===== src/rtl/uart_frame_decoder.sv =====
// uart_frame_decoder
// Hunts for a sync byte in the UART receiver's byte stream, parses a
// length-prefixed payload with an XOR checksum, streams payload bytes to the
// panel buffer write port and reports each frame with a pass/fail pulse.
// Optional build macro: FRAME_TIMEOUT_EN adds an inter-byte gap timeout that
// aborts a partial frame with o_Frame_Err.
module uart_frame_decoder #(
    parameter int unsigned CLKS_PER_BIT  = 217,
    parameter int unsigned MAX_LEN       = 64,
    parameter logic [7:0]  SYNC_BYTE     = 8'hA5,
    parameter int unsigned TIMEOUT_BYTES = 10
) (
    input  logic                       i_Clock,
    input  logic                       i_Rst_L,
    input  logic                       i_RX_DV,
    input  logic [7:0]                 i_RX_Byte,
    output logic                       o_Wr_En,
    output logic [$clog2(MAX_LEN)-1:0] o_Wr_Addr,
    output logic [7:0]                 o_Wr_Data,
    output logic                       o_Frame_Done,
    output logic                       o_Frame_Err,
    output logic [7:0]                 o_Frame_Len
);

    localparam int unsigned ADDR_W       = $clog2(MAX_LEN);
    localparam logic [8:0]  MAX_LEN_9    = 9'(MAX_LEN);
    localparam int unsigned TIMEOUT_CLKS = TIMEOUT_BYTES * 10 * CLKS_PER_BIT;

    typedef enum logic [1:0] {
        IDLE,
        GET_LEN,
        GET_DATA,
        GET_CHK
    } state_t;

    state_t              state_q, state_d;
    logic [7:0]          len_q, len_d;
    logic [7:0]          chk_q, chk_d;
    logic [ADDR_W-1:0]   idx_q, idx_d;
    logic                wr_en_q, wr_en_d;
    logic [ADDR_W-1:0]   wr_addr_q, wr_addr_d;
    logic [7:0]          wr_data_q, wr_data_d;
    logic                done_q, done_d;
    logic                err_q, err_d;
    logic [7:0]          frame_len_q, frame_len_d;

`ifdef FRAME_TIMEOUT_EN
    localparam int unsigned GAP_W = $clog2(TIMEOUT_CLKS + 1);
    logic [GAP_W-1:0]    gap_q, gap_d;
`else
    logic                unused_timeout_cfg;
    assign unused_timeout_cfg = ^TIMEOUT_CLKS;
`endif

    // Next-state, datapath and registered-output computation
    always_comb begin
        state_d     = state_q;
        len_d       = len_q;
        chk_d       = chk_q;
        idx_d       = idx_q;
        wr_en_d     = 1'b0;
        wr_addr_d   = wr_addr_q;
        wr_data_d   = wr_data_q;
        done_d      = 1'b0;
        err_d       = 1'b0;
        frame_len_d = frame_len_q;
`ifdef FRAME_TIMEOUT_EN
        gap_d       = '0;
`endif
        if (i_RX_DV) begin
            case (state_q)
                IDLE: begin
                    if (i_RX_Byte == SYNC_BYTE) begin
                        state_d = GET_LEN;
                    end
                end
                GET_LEN: begin
                    if (i_RX_Byte == 8'd0 || {1'b0, i_RX_Byte} > MAX_LEN_9) begin
                        err_d   = 1'b1;
                        state_d = IDLE;
                    end else begin
                        len_d   = i_RX_Byte;
                        chk_d   = i_RX_Byte;
                        idx_d   = '0;
                        state_d = GET_DATA;
                    end
                end
                GET_DATA: begin
                    wr_en_d   = 1'b1;
                    wr_addr_d = idx_q;
                    wr_data_d = i_RX_Byte;
                    chk_d     = chk_q ^ i_RX_Byte;
                    idx_d     = idx_q + 1'b1;
                    if (8'(idx_q) == len_q - 8'd1) begin
                        state_d = GET_CHK;
                    end
                end
                GET_CHK: begin
                    if (i_RX_Byte == chk_q) begin
                        done_d      = 1'b1;
                        frame_len_d = len_q;
                    end else begin
                        err_d = 1'b1;
                    end
                    state_d = IDLE;
                end
                default: state_d = IDLE;
            endcase
        end
`ifdef FRAME_TIMEOUT_EN
        // A strobe in the expiry cycle takes the branch above, so it wins.
        else if (state_q != IDLE) begin
            if (gap_q == GAP_W'(TIMEOUT_CLKS - 1)) begin
                err_d   = 1'b1;
                state_d = IDLE;
            end else begin
                gap_d = gap_q + 1'b1;
            end
        end
`endif
    end

    // State and output registers with asynchronous active-low reset
    always_ff @(posedge i_Clock or negedge i_Rst_L) begin
        if (!i_Rst_L) begin
            state_q     <= IDLE;
            len_q       <= '0;
            chk_q       <= '0;
            idx_q       <= '0;
            wr_en_q     <= 1'b0;
            wr_addr_q   <= '0;
            wr_data_q   <= '0;
            done_q      <= 1'b0;
            err_q       <= 1'b0;
            frame_len_q <= '0;
        end else begin
            state_q     <= state_d;
            len_q       <= len_d;
            chk_q       <= chk_d;
            idx_q       <= idx_d;
            wr_en_q     <= wr_en_d;
            wr_addr_q   <= wr_addr_d;
            wr_data_q   <= wr_data_d;
            done_q      <= done_d;
            err_q       <= err_d;
            frame_len_q <= frame_len_d;
        end
    end

`ifdef FRAME_TIMEOUT_EN
    // Inter-byte gap counter, idle outside a frame
    always_ff @(posedge i_Clock or negedge i_Rst_L) begin
        if (!i_Rst_L) begin
            gap_q <= '0;
        end else begin
            gap_q <= gap_d;
        end
    end
`endif

    assign o_Wr_En      = wr_en_q;
    assign o_Wr_Addr    = wr_addr_q;
    assign o_Wr_Data    = wr_data_q;
    assign o_Frame_Done = done_q;
    assign o_Frame_Err  = err_q;
    assign o_Frame_Len  = frame_len_q;

endmodule


===== config.mk =====
export PLATFORM = sky130hd
export DESIGN_NAME = uart_frame_decoder
export DESIGN_NICKNAME = d
export VERILOG_FILES = /design/src/rtl/uart_frame_decoder.sv
export SDC_FILE = /design/constraint.sdc
export NUM_CORES = 1
export LEC_CHECK = 0
export CAP_MARGIN = 5
export CELL_PAD_IN_SITES_DETAIL_PLACEMENT = 0
export CELL_PAD_IN_SITES_GLOBAL_PLACEMENT = 1
export CORE_MARGIN = 2
export CORE_UTILIZATION = 42
export DETAILED_ROUTE_END_ITERATION = 16
export PLACE_DENSITY_LB_ADDON = 0.12
export SETUP_SLACK_MARGIN = 0.05
export SLEW_MARGIN = 20
export SYNTH_ARGS = -nofsm -noshare
export SYNTH_HDL_FRONTEND = slang
export SYNTH_SLANG_ARGS = --single-unit

===== constraint.sdc =====
create_clock -name i_Clock -period 2.1 [get_ports i_Clock]
set_input_delay 0.42 -clock i_Clock [delete_from_list [all_inputs] [get_ports i_Clock]]
set_output_delay 0.42 -clock i_Clock [all_outputs]
set_load 0.01 [all_outputs]

==> run summary <==
Reg-to-Reg End - state_q[0]$_DFFE_PN0P_
Std-Cell Core Area - 5570 um2
via density per instance - 5.09
initial antenna violation count - 0
Primary FF master, synth - sky130_fd_sc_hd__dfrtp_1
status - completed
Non-Filler Cell Area, Final - 3170 um2
reported net switching power - 0.000682 W
clock skew - 0.00711 ns
clock buffers created by TritonCTS - 5
post-layout util - 56.8%
Root Buffer Master - sky130_fd_sc_hd__clkbuf_8
RSZ-0062 raised after global routing - false
maximum clock rate - 516 MHz
routed wire length - 5290 um
power per cell area - 801 nW/um2
Avg Inst Size Synth - 10.7 um2
most frequent cells in the layout - sky130_fd_sc_hd__nand2_1 (49), sky130_fd_sc_hd__dfrtp_1 (49), sky130_fd_sc_hd__clkdlybuf4s50_1 (34), sky130_fd_sc_hd__buf_4 (19), sky130_fd_sc_hd__a21oi_1 (15)
Worst-Skew Late Latency - 0.30 ns
I/O pin count - 36
relative contribution of combinational cells to total power - 21.8%
min Tclk post-route - 1.94 ns
worst-case clock buffer depth - 2
post-synthesis instance area - 2450 um2
P_int - 0.00186 W
cell area reported after detailed placement - 3020 um2
overall die area - 6460 um2
drt wl/cell - 14.9 um
global-route usage over all layers - 17.9%
leading cell types by total area after synthesis - sky130_fd_sc_hd__dfrtp_1 (50%), sky130_fd_sc_hd__mux2_4 (8.0%), sky130_fd_sc_hd__nand2_1 (7.5%)
final net count - 295
number of synthesized flops with an enable pin - 0
Leakage - 1.47 nW
fraction of power consumed by the clock network - 31.3%
gp weighted congestion - 0.755
critical-path maximum fanout - 4
share of the clock period used by the worst path after layout - 92.3%
global-route wire length before repair - 8920 um
number of cells on the worst reg-to-reg path - 5
switching share of total power - 26.9%
CTS H-Tree Depth - 2
first-pass iteration count of the detailed router - 4
hold_buf cts - 0
count of state elements after synthesis - 49
critical path start-end classification - input port to flop
met1 Resource Use GR - 26.8%
sequential cell area fraction in the yosys report - 50.1%
worst rel slew slack - 65.8%
total gr overflow - 0
arrival time worst endpoint - 2.13 ns
area fraction of the dominant cell type after synthesis - 50.1%
cell count after placement - 346
GRT busiest layer - met1
Die Span X - 80.4 um
Mapped Nets - 242
number of setup violations in the final report - 0
number of unique standard cell types used by synthesis - 44
post-detailed-placement half-perimeter wirelength - 3760 um
required time of the critical path - 2.29 ns
count of endpoints failing hold in the final timing report - 0
clock sinks - 49
residual antenna-violating net count after detailed routing - 0
Initial Utilization - 44.0%
cells after synthesis - 229
vias in the first global route - 1731
setup slack on the worst flop-to-flop path - 0.22 ns
Sequential Power Share - 46.9%
Yosys warning count - 0
chip height - 80.4 um
IR drop worst, VDD - 0.000446 V
total power of the final layout - 0.00254 W
met3 routing resource usage after global routing - 4.38%
async set or reset register ratio after synthesis - 100%
row count - 27
Inserted Diodes - 0
crit path capture type - flop
share of post-route cells with drive strength above 1 - 19.4%
CTS tree - yes
post-route non-filler standard cell count - 355
area leader, netlist - sky130_fd_sc_hd__dfrtp_1
Worst Hold Class - input port to asynchronous set/reset pin
DRC - 0
clock transition at the register clock pins on the worst setup and hold paths after CTS - 0.09 ns
Iteration-0 DRC Markers - 77
largest net degree at the start of global routing - 28
number of vias in the routed layout - 1808
transition time of the tightest slew-check pin - 0.513 ns
final number of max-transition violations - 0
area growth from synthesis to layout - 29.3%
global routing usage on met2 - 26.5%
number of violations of the max-capacitance limit - 0
source of the worst register-to-register timing path - len_q[2]$_DFFE_PN0P_
number of input and output port buffers inserted - 35
CP startpoint kind - input port
==> flip-flops by register name, indices dropped and copies added, names as in the netlist, named ones only <==
register / flops
o_Frame_Err: 1
len_q: 8
idx_q: 6
o_Frame_Len: 8
state_q: 1
o_Wr_Data: 8
chk_q: 8
o_Wr_En: 1
o_Wr_Addr: 6
o_Frame_Done: 1
==> worst max-delay path by stage <==
stage | cells after the start | startpoint | to | slack [ns]
after floorplan | 7 | i_RX_Byte[7] | o_Frame_Len[0]$_DFFE_PN0P_ | 0.38
after global placement | 6 | i_RX_Byte[0] | o_Frame_Len[4]$_DFFE_PN0P_ | -0.15
after detailed placement | 6 | i_RX_Byte[2] | o_Frame_Len[7]$_DFFE_PN0P_ | -0.16
after CTS | 6 | i_RX_Byte[0] | o_Frame_Len[7]$_DFFE_PN0P_ | 0.15
after global routing | 7 | i_RX_Byte[4] | chk_q[2]$_DFFE_PN0P_ | 0.07
final | 6 | i_RX_Byte[2] | o_Frame_Len[6]$_DFFE_PN0P_ | 0.16
==> routing by layer <==
metal	up-vias	part of all wire, %
met5	-	0
met4	0	0.60
met3	5	4.2
met2	39	45
met1	863	50
li1	901	-
==> per-stage QoR <==
stage	hold slack, ns	setup TNS (ns)	setup WS (ns)
6_report	0.0804	0	0.161
2_1_floorplan	0.124	0	0.381
3_3_place_gp	0.422	-1.96	-0.150
3_5_place_dp	0.425	-2.66	-0.164
5_1_grt	0.112	0	0.0670
4_1_cts	0.0888	0	0.148
==> synth_stat cells (3+ instances only) <==
cell,instances
sky130_fd_sc_hd__dfrtp_1,49
sky130_fd_sc_hd__nand2_1,49
sky130_fd_sc_hd__a21oi_1,15
sky130_fd_sc_hd__xnor2_1,14
sky130_fd_sc_hd__mux2_4,13
sky130_fd_sc_hd__nand3_1,11
sky130_fd_sc_hd__buf_2,6
sky130_fd_sc_hd__xor2_1,6
sky130_fd_sc_hd__a21boi_1,4
sky130_fd_sc_hd__nand4_1,4
sky130_fd_sc_hd__o21ai_0,4
sky130_fd_sc_hd__o221a_1,4
sky130_fd_sc_hd__inv_1,3
sky130_fd_sc_hd__nand2b_1,3
sky130_fd_sc_hd__nor2_1,3
sky130_fd_sc_hd__o21ai_1,3
==> cell type report <==
type | instances | area (um2)
clock buffer | 5 | 68.8
clock inverter | 3 | 65.1
fill | 496 | 2410
inverter | 4 | 15.0
multi-input combinational | 165 | 1150
sequential | 49 | 1230
tap | 72 | 90.1
timing repair buffer | 57 | 548
==> power by group through the flow <==
stage               sequential, W  clock (W)  combinational [W]
floorplan                 0.00121          0           0.000285
detailed placement        0.00121          0           0.000558
global placement          0.00120          0           0.000543
finish                    0.00119   0.000795           0.000554
global route              0.00121   0.000849           0.000623
CTS                       0.00119   0.000811           0.000563
==> worst max-delay path: stages <==
cell,delay (ns)
sky130_fd_sc_hd__clkdlybuf4s50_1,0.57
sky130_fd_sc_hd__xnor2_1,0.14
sky130_fd_sc_hd__nand4_1,0.13
sky130_fd_sc_hd__nor2_2,0.21
sky130_fd_sc_hd__and4_2,0.35
sky130_fd_sc_hd__mux2_4,0.31
==> cell families (layout without fill, tap and decap cells) <==
kind of cell | Yosys count | count (layout) | synth area share [%]
xor+xnor | 20 | 20 | 7.15
buf+inv | 16 | 69 | 3.37
fa+ha+maj | 2 | 2 | 1.02
compound gates | 37 | 37 | 10.0
mux | 15 | 15 | 8.89
flops | 49 | 49 | 50.1
simple gates | 90 | 91 | 19.5
==> timing repair <==
item / CTS / global route
setup buffers: 0 / 0
setup endpoints to repair: 0 / 3
resized for setup: 0 / 1
(Power assumes the default switching activity.)
